### config.mk
export PLATFORM = sky130hd
export DESIGN_NAME = axi_arbiter_n
export DESIGN_NICKNAME = d
export VERILOG_FILES = /design/src/rtl/axi_arbiter_n.sv
export SDC_FILE = /design/constraint.sdc
export NUM_CORES = 1
export LEC_CHECK = 0
export ABC_CLOCK_PERIOD_IN_PS = 1800
export CAP_MARGIN = 25
export CORE_AREA = 4 4 187 189
export CTS_CLUSTER_DIAMETER = 120
export DETAILED_ROUTE_END_ITERATION = 10
export DIE_AREA = 0 0 191 193
export PLACE_DENSITY = 0.45
export SYNTH_ARGS = -nofsm -noshare
export SYNTH_HDL_FRONTEND = slang
export SYNTH_SLANG_ARGS = --single-unit
### constraint.sdc
create_clock -name aclk -period 1.8 [get_ports aclk]
set_input_delay 0.36 -clock aclk [delete_from_list [all_inputs] [get_ports aclk]]
set_output_delay 0.36 -clock aclk [all_outputs]
set_load 0.03 [all_outputs]
### src/rtl/axi_arbiter_n.sv
// axi_arbiter_n: merges N cache-side AXI3 masters onto one outer AXI3 port.
// Reads and writes are arbitrated independently (round-robin or fixed
// priority). A read is held off while a write to the same cache line is in
// flight, so a refill never overtakes a pending write-back.
module axi_arbiter_n #(
  parameter int NUM_MASTERS      = 2,
  parameter int PRIORITY_MODE    = 0,
  parameter int LINE_OFFSET_BITS = 5,
  parameter int ID_W             = 4
) (
  input  logic                      aclk,
  input  logic                      aresetn,
  // master-side read channels
  input  logic [32*NUM_MASTERS-1:0] m_araddr,
  input  logic [4*NUM_MASTERS-1:0]  m_arlen,
  input  logic [NUM_MASTERS-1:0]    m_arvalid,
  output logic [NUM_MASTERS-1:0]    m_arready,
  output logic [31:0]               m_rdata,
  output logic [NUM_MASTERS-1:0]    m_rlast,
  output logic [NUM_MASTERS-1:0]    m_rvalid,
  input  logic [NUM_MASTERS-1:0]    m_rready,
  // master-side write channels
  input  logic [32*NUM_MASTERS-1:0] m_awaddr,
  input  logic [4*NUM_MASTERS-1:0]  m_awlen,
  input  logic [3*NUM_MASTERS-1:0]  m_awsize,
  input  logic [NUM_MASTERS-1:0]    m_awvalid,
  output logic [NUM_MASTERS-1:0]    m_awready,
  input  logic [32*NUM_MASTERS-1:0] m_wdata,
  input  logic [4*NUM_MASTERS-1:0]  m_wstrb,
  input  logic [NUM_MASTERS-1:0]    m_wlast,
  input  logic [NUM_MASTERS-1:0]    m_wvalid,
  output logic [NUM_MASTERS-1:0]    m_wready,
  output logic [NUM_MASTERS-1:0]    m_bvalid,
  input  logic [NUM_MASTERS-1:0]    m_bready,
  // outer AR channel
  output logic [ID_W-1:0]           arid,
  output logic [31:0]               araddr,
  output logic [3:0]                arlen,
  output logic [2:0]                arsize,
  output logic [1:0]                arburst,
  output logic [1:0]                arlock,
  output logic [3:0]                arcache,
  output logic [2:0]                arprot,
  output logic                      arvalid,
  input  logic                      arready,
  // outer R channel
  input  logic [ID_W-1:0]           rid,
  input  logic [31:0]               rdata,
  input  logic [1:0]                rresp,
  input  logic                      rlast,
  input  logic                      rvalid,
  output logic                      rready,
  // outer AW channel
  output logic [ID_W-1:0]           awid,
  output logic [31:0]               awaddr,
  output logic [3:0]                awlen,
  output logic [2:0]                awsize,
  output logic [1:0]                awburst,
  output logic [1:0]                awlock,
  output logic [3:0]                awcache,
  output logic [2:0]                awprot,
  output logic                      awvalid,
  input  logic                      awready,
  // outer W channel
  output logic [ID_W-1:0]           wid,
  output logic [31:0]               wdata,
  output logic [3:0]                wstrb,
  output logic                      wlast,
  output logic                      wvalid,
  input  logic                      wready,
  // outer B channel
  input  logic [ID_W-1:0]           bid,
  input  logic [1:0]                bresp,
  input  logic                      bvalid,
  output logic                      bready
);

  localparam int IDX_W  = (NUM_MASTERS > 1) ? $clog2(NUM_MASTERS) : 1;
  localparam int LINE_W = 32 - LINE_OFFSET_BITS;
  localparam logic [IDX_W-1:0] LAST_IDX = IDX_W'(NUM_MASTERS - 1);

  localparam logic [1:0] R_IDLE = 2'd0;
  localparam logic [1:0] R_ADDR = 2'd1;
  localparam logic [1:0] R_DATA = 2'd2;

  localparam logic [1:0] W_IDLE = 2'd0;
  localparam logic [1:0] W_ADDR = 2'd1;
  localparam logic [1:0] W_DATA = 2'd2;
  localparam logic [1:0] W_RESP = 2'd3;

  logic [31:0] araddr_a [NUM_MASTERS];
  logic [3:0]  arlen_a  [NUM_MASTERS];
  logic [31:0] awaddr_a [NUM_MASTERS];
  logic [3:0]  awlen_a  [NUM_MASTERS];
  logic [2:0]  awsize_a [NUM_MASTERS];
  logic [31:0] wdata_a  [NUM_MASTERS];
  logic [3:0]  wstrb_a  [NUM_MASTERS];

  logic [1:0]        r_state_q, r_state_d;
  logic [IDX_W-1:0]  r_grant_q, r_grant_d;
  logic [IDX_W-1:0]  r_ptr_q, r_ptr_d;
  logic [1:0]        w_state_q, w_state_d;
  logic [IDX_W-1:0]  w_grant_q, w_grant_d;
  logic [IDX_W-1:0]  w_ptr_q, w_ptr_d;
  logic [LINE_W-1:0] w_line_q, w_line_d;

  logic [NUM_MASTERS-1:0] rd_blocked;
  logic [NUM_MASTERS-1:0] r_cand;
  logic                   r_found, w_found;
  logic [IDX_W-1:0]       r_pick, w_pick;

  // The outer id/resp fields carry nothing this arbiter needs.
  logic unused_resp;
  assign unused_resp = ^{rid, rresp, bid, bresp};

  // Returns {found, index}: the first requester at or after ptr (round-robin)
  // or the lowest requesting index (fixed priority).
  function automatic logic [IDX_W:0] pick_master(input logic [NUM_MASTERS-1:0] req,
                                                 input logic [IDX_W-1:0] ptr);
    logic             found;
    logic [IDX_W-1:0] idx;
    logic [IDX_W:0]   sum;
    logic [IDX_W-1:0] j;
    found = 1'b0;
    idx   = '0;
    for (int k = 0; k < NUM_MASTERS; k++) begin
      if (PRIORITY_MODE != 0) begin
        j = IDX_W'(k);
      end else begin
        sum = {1'b0, ptr} + (IDX_W+1)'(k);
        if (sum >= (IDX_W+1)'(NUM_MASTERS)) sum = sum - (IDX_W+1)'(NUM_MASTERS);
        j = sum[IDX_W-1:0];
      end
      if (!found && req[j]) begin
        found = 1'b1;
        idx   = j;
      end
    end
    return {found, idx};
  endfunction

  function automatic logic [IDX_W-1:0] next_ptr(input logic [IDX_W-1:0] g);
    return (g == LAST_IDX) ? '0 : g + 1'b1;
  endfunction

  // Split the flat per-master buses into indexable arrays.
  always_comb begin
    for (int i = 0; i < NUM_MASTERS; i++) begin
      araddr_a[i] = m_araddr[i*32 +: 32];
      arlen_a[i]  = m_arlen[i*4 +: 4];
      awaddr_a[i] = m_awaddr[i*32 +: 32];
      awlen_a[i]  = m_awlen[i*4 +: 4];
      awsize_a[i] = m_awsize[i*3 +: 3];
      wdata_a[i]  = m_wdata[i*32 +: 32];
      wstrb_a[i]  = m_wstrb[i*4 +: 4];
    end
  end

  // Hold off any read whose line matches the write currently in flight.
  always_comb begin
    for (int i = 0; i < NUM_MASTERS; i++) begin
      rd_blocked[i] = (w_state_q != W_IDLE) &&
                      (araddr_a[i][31:LINE_OFFSET_BITS] == w_line_q);
    end
    r_cand = m_arvalid & ~rd_blocked;
  end

  // Read FSM: grant in idle, forward AR, then forward R until the last beat.
  always_comb begin
    r_state_d = r_state_q;
    r_grant_d = r_grant_q;
    r_ptr_d   = r_ptr_q;
    {r_found, r_pick} = pick_master(r_cand, r_ptr_q);
    case (r_state_q)
      R_IDLE: if (r_found) begin
        r_grant_d = r_pick;
        r_state_d = R_ADDR;
      end
      R_ADDR: if (arready) r_state_d = R_DATA;
      R_DATA: if (rvalid && m_rready[r_grant_q] && rlast) begin
        r_state_d = R_IDLE;
        r_ptr_d   = next_ptr(r_grant_q);
      end
      default: r_state_d = R_IDLE;
    endcase
  end

  // Write FSM: grant and capture the line in idle, then AW, W beats, B.
  always_comb begin
    w_state_d = w_state_q;
    w_grant_d = w_grant_q;
    w_ptr_d   = w_ptr_q;
    w_line_d  = w_line_q;
    {w_found, w_pick} = pick_master(m_awvalid, w_ptr_q);
    case (w_state_q)
      W_IDLE: if (w_found) begin
        w_grant_d = w_pick;
        w_line_d  = awaddr_a[w_pick][31:LINE_OFFSET_BITS];
        w_state_d = W_ADDR;
      end
      W_ADDR: if (awready) w_state_d = W_DATA;
      W_DATA: if (m_wvalid[w_grant_q] && wready && m_wlast[w_grant_q]) w_state_d = W_RESP;
      W_RESP: if (bvalid && m_bready[w_grant_q]) begin
        w_state_d = W_IDLE;
        w_ptr_d   = next_ptr(w_grant_q);
      end
      default: w_state_d = W_IDLE;
    endcase
  end

  // State registers; reset drops both directions straight back to idle.
  always_ff @(posedge aclk or negedge aresetn) begin
    if (!aresetn) begin
      r_state_q <= R_IDLE;
      r_grant_q <= '0;
      r_ptr_q   <= '0;
      w_state_q <= W_IDLE;
      w_grant_q <= '0;
      w_ptr_q   <= '0;
      w_line_q  <= '0;
    end else begin
      r_state_q <= r_state_d;
      r_grant_q <= r_grant_d;
      r_ptr_q   <= r_ptr_d;
      w_state_q <= w_state_d;
      w_grant_q <= w_grant_d;
      w_ptr_q   <= w_ptr_d;
      w_line_q  <= w_line_d;
    end
  end

  // Read-side steering: only the granted master sees handshakes.
  always_comb begin
    arid      = ID_W'(r_grant_q);
    araddr    = araddr_a[r_grant_q];
    arlen     = arlen_a[r_grant_q];
    arsize    = 3'b010;
    arburst   = 2'b01;
    arlock    = 2'b00;
    arcache   = 4'b0000;
    arprot    = 3'b000;
    arvalid   = (r_state_q == R_ADDR);
    rready    = 1'b0;
    m_rdata   = rdata;
    m_arready = '0;
    m_rvalid  = '0;
    m_rlast   = '0;
    if (r_state_q == R_ADDR) m_arready[r_grant_q] = arready;
    if (r_state_q == R_DATA) begin
      m_rvalid[r_grant_q] = rvalid;
      m_rlast[r_grant_q]  = rvalid & rlast;
      rready              = m_rready[r_grant_q];
    end
  end

  // Write-side steering: only the granted master sees handshakes.
  always_comb begin
    awid      = ID_W'(w_grant_q);
    wid       = ID_W'(w_grant_q);
    awaddr    = awaddr_a[w_grant_q];
    awlen     = awlen_a[w_grant_q];
    awsize    = awsize_a[w_grant_q];
    awburst   = 2'b01;
    awlock    = 2'b00;
    awcache   = 4'b0000;
    awprot    = 3'b000;
    awvalid   = (w_state_q == W_ADDR);
    wdata     = wdata_a[w_grant_q];
    wstrb     = wstrb_a[w_grant_q];
    wlast     = (w_state_q == W_DATA) && m_wlast[w_grant_q];
    wvalid    = (w_state_q == W_DATA) && m_wvalid[w_grant_q];
    bready    = (w_state_q == W_RESP) && m_bready[w_grant_q];
    m_awready = '0;
    m_wready  = '0;
    m_bvalid  = '0;
    if (w_state_q == W_ADDR) m_awready[w_grant_q] = awready;
    if (w_state_q == W_DATA) m_wready[w_grant_q]  = wready;
    if (w_state_q == W_RESP) m_bvalid[w_grant_q]  = bvalid;
  end

endmodule

# After elaboration in Yosys (flattened, before gate mapping)
# Index checks and enable logic that the tools add are counted.
word_totals:
  out_inout_bits: 198
  word_cells: 155
  regBits: 35
  input_bits: 286
op_classes:
  n_eq_ne: 14
  n_lt_le_gt_ge: 15
  n_bitwise: 12
  n_reduce_logical: 25
  muxes: 74
  add_sub_neg: 8
op_table:
  columns: ["cell", "count"]
  rows:
  - ["$mux 32", 12]
  - ["$eq 27x27->1", 2]
  - ["$mux 4", 9]
  - ["$mux 1", 33]
  - ["$mux 2", 13]
  - ["$and 2x2->2", 7]
  - ["$logic_and 1x1->1", 14]
  - ["$lt 1x2->1 const B", 6]
  - ["$ge 2x2->1 const B", 5]
  - ["$ne 2x2->1 const B", 5]
  - ["$mux 3", 3]
  - ["$pmux 2 s4", 1]
  - ["$reduce_and 2->1", 4]
  - ["$eq 2x2->1 const B", 3]
  - ["$not 1->2", 3]
  - ["$pmux 2 s3", 1]
  - ["$add 1x1->2 const B", 2]
  - ["$eq 2x1->1 const B", 2]
  - ["$ge 1x2->1 const B", 2]
  - ["$logic_not 2->1", 2]
  - ["$ne 2x1->1 const B", 2]
  - ["$reduce_and 4->1", 1]
  - ["$sub 1x1->1 const B", 4]
  - ["$reduce_and 3->1", 1]
  - ["7 further kinds", 11]

# Depth between registers and ports, before layout
# Gate-level depths: netlist of run 1.
depth:
  depth_word: 12
  depth_mapped: 6
  depth_no_buf: 6

# Worst setup path before layout of run 1
# Ideal clock, no wire load.
synth_path:
  path_kind: "reg2out"
  from: "register r_state_q[1]"
  to: "output m_arready[0]"
  setup_slack_ns: -0.047
  arrival_ns: 1.487
  required_time_ns: 1.440
  stages_incl_launch_ff: 4
  path_buffers: 0
  path_cell_list: "dfrtp_1 -> nor2b_1 -> nand2_1 -> nor2_1"
synth_via:
  elab_chain_len: 2
synth_lines:
  columns: ["item", "line", "source"]
  rows:
  - ["from (decl)", "99", "logic [1:0] r_state_q, r_state_d;"]
  - ["from (signal assigned)", "222", "r_state_q <= r_state_d;"]
  - ["$eq 2x1->1", null, null]
  - ["net arvalid", "44", "output logic arvalid,"]
  - ["$mux 2", "248", "if (r_state_q == R_ADDR) m_arready[r_grant_q] = arready;"]
  - ["to (decl)", "17", "output logic [NUM_MASTERS-1:0] m_arready,"]
# The timed path passes the listed nets, and every way through them passes these cells.

# Final worst setup path of run 1
layout_path:
  from: "register w_grant_q"
  to: "output wdata[19]"
layout_via:
  elab_chain_len: 4
layout_lines:
  columns: ["item", "line", "source"]
  rows:
  - ["from (decl)", "103", "logic [IDX_W-1:0] w_grant_q, w_grant_d;"]
  - ["from (signal assigned)", "226", "w_grant_q <= w_grant_d;"]
  - ["$not 1->2 (not written as such)", "268", "wdata = wdata_a[w_grant_q];"]
  - ["$mux 32 (not written as such) (3 in series)", "268", null]
  - ["to (decl)", "66", "output logic [31:0] wdata,"]
# Every way passes these cells. The select of a mux whose other input is x is not followed.

==> results of run 1 <==
[what timing repair did]
item | 4_1_cts | 5_1_grt
resized for setup | 252 | 52
pin swaps | 10 | 21
setup buffers | 30 | 2
setup endpoints to repair | 126 | 126
gates cloned | 6 | 0
endpoints found under the hold margin | 0 | 0
[layout by cell type (no fill, tap or decap), types with 2 or more instances in the layout]
cell	n
dlygate4sd2_1	7
nor2b_2	2
buf_2	2
nor4_1	6
xor2_1	47
xor2_4	2
nand2b_1	2
clkdlybuf4s50_1	222
o21ai_0	32
nand3_1	3
nor4_4	2
buf_8	5
ha_4	4
dlymetal6s2s_1	12
and3_4	2
mux2_4	39
buf_4	97
inv_1	4
nor2_1	7
o21ai_4	2
clkbuf_16	5
buf_6	80
mux2_2	73
buf_16	4
xnor2_1	4
buf_12	31
inv_2	2
dfrtp_2	3
nor2b_1	4
nand4_1	3
nor4_2	5
nand2_1	38
nor2_4	4
dfrtp_1	31
mux2i_1	31
conb_1	34
[worst register-to-register path: cells and delay by family (launching register included)]
family / cells / cell delay [ns]
compound gates: 2 / 0.46
buf+inv: 2 / 0.30
flops: 1 / 0.52
mux: 1 / 0.37
simple gates: 1 / 0.09
[layer usage]
| metal | vias up | wire [um] | global-route usage |
|---|---|---|---|
| met5 | - | 13 | 0 |
| met3 | 28 | 2160 | 0.0394 |
| met4 | 2 | 410 | 0.0279 |
| li1 | 2335 | - | - |
| met1 | 2184 | 9200 | 0.139 |
| met2 | 263 | 12200 | 0.221 |
[area by class of cell]
class                   instances  share of cell area
flip-flops and latches         35              0.0903
clock inverters                 3             0.00448
multi-input cells             361               0.334
inverters                       6             0.00230
clock buffers                   5              0.0128
repair buffers                460               0.499
well taps                     448              0.0573
[final timing paths]
kind / to / depth (start not counted)
max in group asynchronous: w_grant_q / 2
min in group aclk: r_ptr_q / 2
worst max-delay path: wdata[19] / 5
worst min register to register: r_ptr_q / 2
worst min-delay path: w_line_q[22] / 1
worst max register to register: w_state_q[1] / 6
[power by group]
part           switching (W)  total (W)  internal (W)
Clock               0.000391    0.00105      0.000654
Combinational        0.00510     0.0106       0.00545
Sequential          0.000498    0.00168       0.00118
[logic make-up (layout without fill, tap and decap cells)]
group	after synthesis	after routing	synth area share
multiplexers	144	144	0.371
other	2	34	0.00176
AO/OA/AOI/OAI	42	42	0.0560
AND/OR/NAND/NOR	83	83	0.0915
adder cells (fa/ha/maj)	4	4	0.0117
flip-flops	35	35	0.205
XOR/XNOR	54	54	0.111
buffers and inverters	98	474	0.152
[state kept, by name, summed over array words and instances (netlist names)]
register,cells
r_grant_q,1
r_ptr_q,1
r_state_q,2
w_grant_q,1
w_line_q,27
w_ptr_q,1
w_state_q,2
[per-stage QoR]
| step | util | TNS [ns] | hold WS, ns | cells |
|---|---|---|---|---|
| 2_1_floorplan | - | 0 | 0.0644 | 494 |
| 3_3_place_gp | 0.256 | -6.37 | 0.375 | 1276 |
| 3_5_place_dp | 0.256 | -6.29 | 0.381 | 1276 |
| 4_1_cts | 0.289 | -17.89 | 0.0507 | 1319 |
| 5_1_grt | 0.294 | -19.98 | 0.0628 | 1318 |
| 6_report | 0.294 | -12.68 | 0.0351 | 1318 |
==> results.toml, run 1 <==
[yosys]
synthTopCellsByCount = "mux2_2 (112), buf_4 (72), xor2_1 (50)"
ys_types = 30
yosys.area.top_type = "mux2_2"
synth_warnings = 0
synth_edf_count = 0
synth.avg_cell_area_um2 = 9.24
ys_top_cells_by_area = "mux2_2 (30%), dfrtp_1 (21%), buf_4 (13%)"
ys_ff_latch = 35
synth_flop_cell = "dfrtp_1"
yosysMostFrequentCell = "mux2_2"
synth_top_area_share = 0.296
synthArstFlopShare = 1.00
syn_area_mm2 = 0.00427
ys_seq_area_frac = 0.205
synthCells = 462

[grt]
grt_use_total = 0.122
grt_max_degree = 35
first_global_vias = 5245
antenna_found_initial = 2
grt-ovfl-total = 0
grt_pass1_wl_mm = 33.1

[cts]
path_clk_slew_ns = 0.07
h-tree-depth = 2
clk_latency_ns = 0.29
cts_hold_buf = 0
clock-sinks = 35
cts_buffers = 5
clockRootBuffer = "clkbuf_16"
ctsLongestPathBuffers = 2
cts_tree = "done"

[setup_path]
worstSetupEndpointType = "primary output"
slowest_delay_ns = 0.52
critical_path_class = "reg2out"
r2r_slack_ns = -0.06
critPathLaunchType = "flop"
critical_path_required_ns = 1.44
reg2reg_from = "w_grant_q"
worstPathBufferInverterCount = 4
critPathMaxFanout = 6
path_cells = "buf_12, buf_8, buf_4, mux2_2, buf_6"
crit_slowest_cell = "dfrtp_4"
cpLargestDelayFamily = "buffers and inverters"
cp_data_arrival_time_ns = 1.65
crit_start = "w_grant_q"

[drt]
drt_wl_total_mm = 24.0
ant_nets = 0
drt_iter0_drc = 65
drt_first_pass_iters = 4
routedWlPerCell_um = 18.2
remaining_drc_errors = 0
vias = 4812
vias_per_cell = 3.65

[die]
dieArea_mm2 = 0.0369
row_count = 67
io_pins = 484
initial_utilization = 0.128
die_w_um = 191
fp.dieH_um = 193
core-area_mm2 = 0.0333

[min_path]
worst_hold_path_type = "in2async"

[status]
violations = "negative setup slack"
status = "complete, but fails checks"

[sta]
skew_ns = 0.0102
grt_setup_unrepaired = "true"
period_needed_ns = 2.01
slew-limit-headroom = 0.657
slew_viol_final = 0
setup_viol = 108
clock.fmax_mhz = 497
worst_slew_pin_slew_ns = 0.515
finalCritPeriodShare = 1.12
fin_ws_ns = -0.214
finalHoldViolCount = 0

[power]
power_density_mw_per_mm2 = 1360
ir_drop_uv = 607
p_leak_nw = 4.35
p_total_w = 0.0133

[finish]
antennaDiodeCount = 0
fillers = 3524
regArea_um2 = 883
drive_gt1_frac = 0.430
nets = 1159
multiInputGateArea_mm2 = 0.00327
area_delta_synth_final_pct = 129
design_area_mm2 = 0.00978

[place]
dpl_cell_area_mm2 = 0.00852
io_buffers = 373
pre_cts_slack_ns = -0.540
gp_congestion = 0.738
hpwl_mm = 19.9

[flow_run]
cap_viol_max_count = 0
No activity file was read; power rests on OpenSTA's default activity.
==> run 2, diff against run 1 <==
Settings changed: CAP_MARGIN 25 to default, CELL_PAD_IN_SITES_DETAIL_PLACEMENT from default to 1, CELL_PAD_IN_SITES_GLOBAL_PLACEMENT from default to 1, CORE_AREA 4 4 187 189 to 4 4 184 186, DIE_AREA 0 0 191 193 to 0 0 188 190, MAX_ROUTING_LAYER from default to met4, PLACE_DENSITY 0.45 to 0.65.
==> run 2 against run 1 <==
Against the previous run:
- the flow still finishes with violations (negative setup slack)
- critical path depth unchanged
- clock-buffer cell count grew 2
- worst setup slack lost 0.014 ns
- clock skew decreased by 0.0038 ns
- core utilization rose by 0.90 points
- cell area about the same
- register-to-register slack improved by 0.03 ns
- maximum frequency shrank 0.71%
- critical endpoint is now wdata[10]
==> results.toml, run 2 (synthesis results as in run 1) <==
[status]
status = "complete, but fails checks"
violations = "negative setup slack"

[sta]
finalHoldViolCount = 0
finalCritPeriodShare = 1.13
hold_ws_ns = 0.538
period_needed_ns = 2.03
slew_viol_final = 0
grt_setup_unrepaired = "true"
clock.fmax_mhz = 493
skew_ns = 0.00644
fin_ws_ns = -0.228
setup_viol = 107

[finish]
finalNonFillerCells = 1306
area_delta_synth_final_pct = 129
final_common_cell = "clkdlybuf4s50_1"
antennaDiodeCount = 0
largest_reg_flops = 27
top_regs = "w_line_q x27, r_state_q x2, w_state_q x2"
top_register = "w_line_q"
design_area_mm2 = 0.00978
drive_gt1_frac = 0.434
most-common-layout-cells = "clkdlybuf4s50_1 (227), buf_6 (110), mux2_2 (76)"
nets = 1153

[setup_path]
critical_path_required_ns = 1.44
critPathLaunchType = "flop"
critPathMaxFanout = 8
critical_path_class = "reg2out"
worstSetupEndpointType = "primary output"
cp_data_arrival_time_ns = 1.67

[flow_run]
cap_viol_max_count = 0

[die]
initial_utilization = 0.132
dieArea_mm2 = 0.0357
row_count = 66
fp.dieH_um = 190
core-area_mm2 = 0.0323
io_pins = 484
die_w_um = 188

[cts]
h-tree-depth = 2
cts_buffers = 5
clock-sinks = 35
clk_latency_ns = 0.29
path_clk_slew_ns = 0.06
ctsLongestPathBuffers = 2
cts_tree = "done"
clockRootBuffer = "clkbuf_16"

[place]
placedCellCount = 1264
gp_congestion = 0.759
hpwl_mm = 20.8
dpl_cell_area_mm2 = 0.00838
io_buffers = 373

[grt]
grt_pass1_wl_mm = 35.8
grt-ovfl-total = 0
grt_max_degree = 55
grt_use_total = 0.137
antenna_found_initial = 0
first_global_vias = 5591

[drt]
vias_per_cell = 3.74
vias = 4886
drt_wl_total_mm = 25.5
ant_nets = 0
drt_first_pass_iters = 5
drt_iter0_drc = 118
routedWlPerCell_um = 19.6
remaining_drc_errors = 0

[min_path]
worst_hold_path_type = "reg2reg"

[power]
power_density_mw_per_mm2 = 1370
ir_drop_uv = 600
p_leak_nw = 4.27
p_total_w = 0.0134
==> run 2: final timing paths <==
kind                            from            to  slack (ns)  cells past startpoint
max in group asynchronous    aresetn     w_grant_q        0.73                      3
min in group asynchronous    aresetn  w_line_q[23]        0.57                      2
min                          r_ptr_q       r_ptr_q        0.54                      2
min reg2reg                  r_ptr_q       r_ptr_q        0.54                      2
max reg2reg                w_grant_q  w_state_q[1]       -0.03                      6
max                        w_grant_q     wdata[10]       -0.23                      5
==> run 2: power breakdown <==
group,total [W],internal (W),leakage (nW),switching (W)
logic,0.0108,0.00554,3.77,0.00529
clock network,0.000917,0.000550,0.0739,0.000367
registers,0.00166,0.00118,0.427,0.000482
total,0.0134,0.00727,4.27,0.00614
==> run 2: critical path: stages (launching register included) <==
cell,delay [ns]
dfrtp_4,0.52
buf_8,0.15
buf_6,0.12
buf_6,0.13
mux2_4,0.32
buf_6,0.14
==> run 2: stage by stage <==
step                TNS (ns)   util  setup WS, ns
floorplan                  0      -        0.0355
global placement       -7.90  0.260        -0.799
detailed placement     -8.46  0.260        -0.786
CTS                   -16.58  0.291        -0.256
global route          -19.11  0.303        -0.274
finish                -12.94  0.303        -0.228
==> run 2: final cells by class <==
cell class / instances / area (um2)
Fill cell: 3687 / 22500
Timing Repair Buffer: 454 / 4890
Multi-Input combinational cell: 361 / 3280
Sequential cell: 35 / 882
Tap cell: 442 / 553
Clock buffer: 7 / 143
Inverter: 6 / 25.0
Clock inverter: 1 / 5.00
==> run 2: what timing repair did <==
item | CTS | global route
setup endpoints to repair | 125 | 129
hold buffers | 1 | 0
hold endpoints to repair | 12 | 0
pin swaps | 10 | 11
cloned | 4 | 4
buffers inserted | 22 | 7
resized for setup | 204 | 74
==> run 2: metal layers <==
| layer | global-route usage | vias up | part of all wire |
|---|---|---|---|
| li1 | - | 2314 | - |
| met1 | 0.152 | 2286 | 0.39 |
| met2 | 0.253 | 257 | 0.53 |
| met3 | 0.0286 | 29 | 0.059 |
| met4 | 0.0305 | 0 | 0.017 |
| met5 | - | - | 0 |
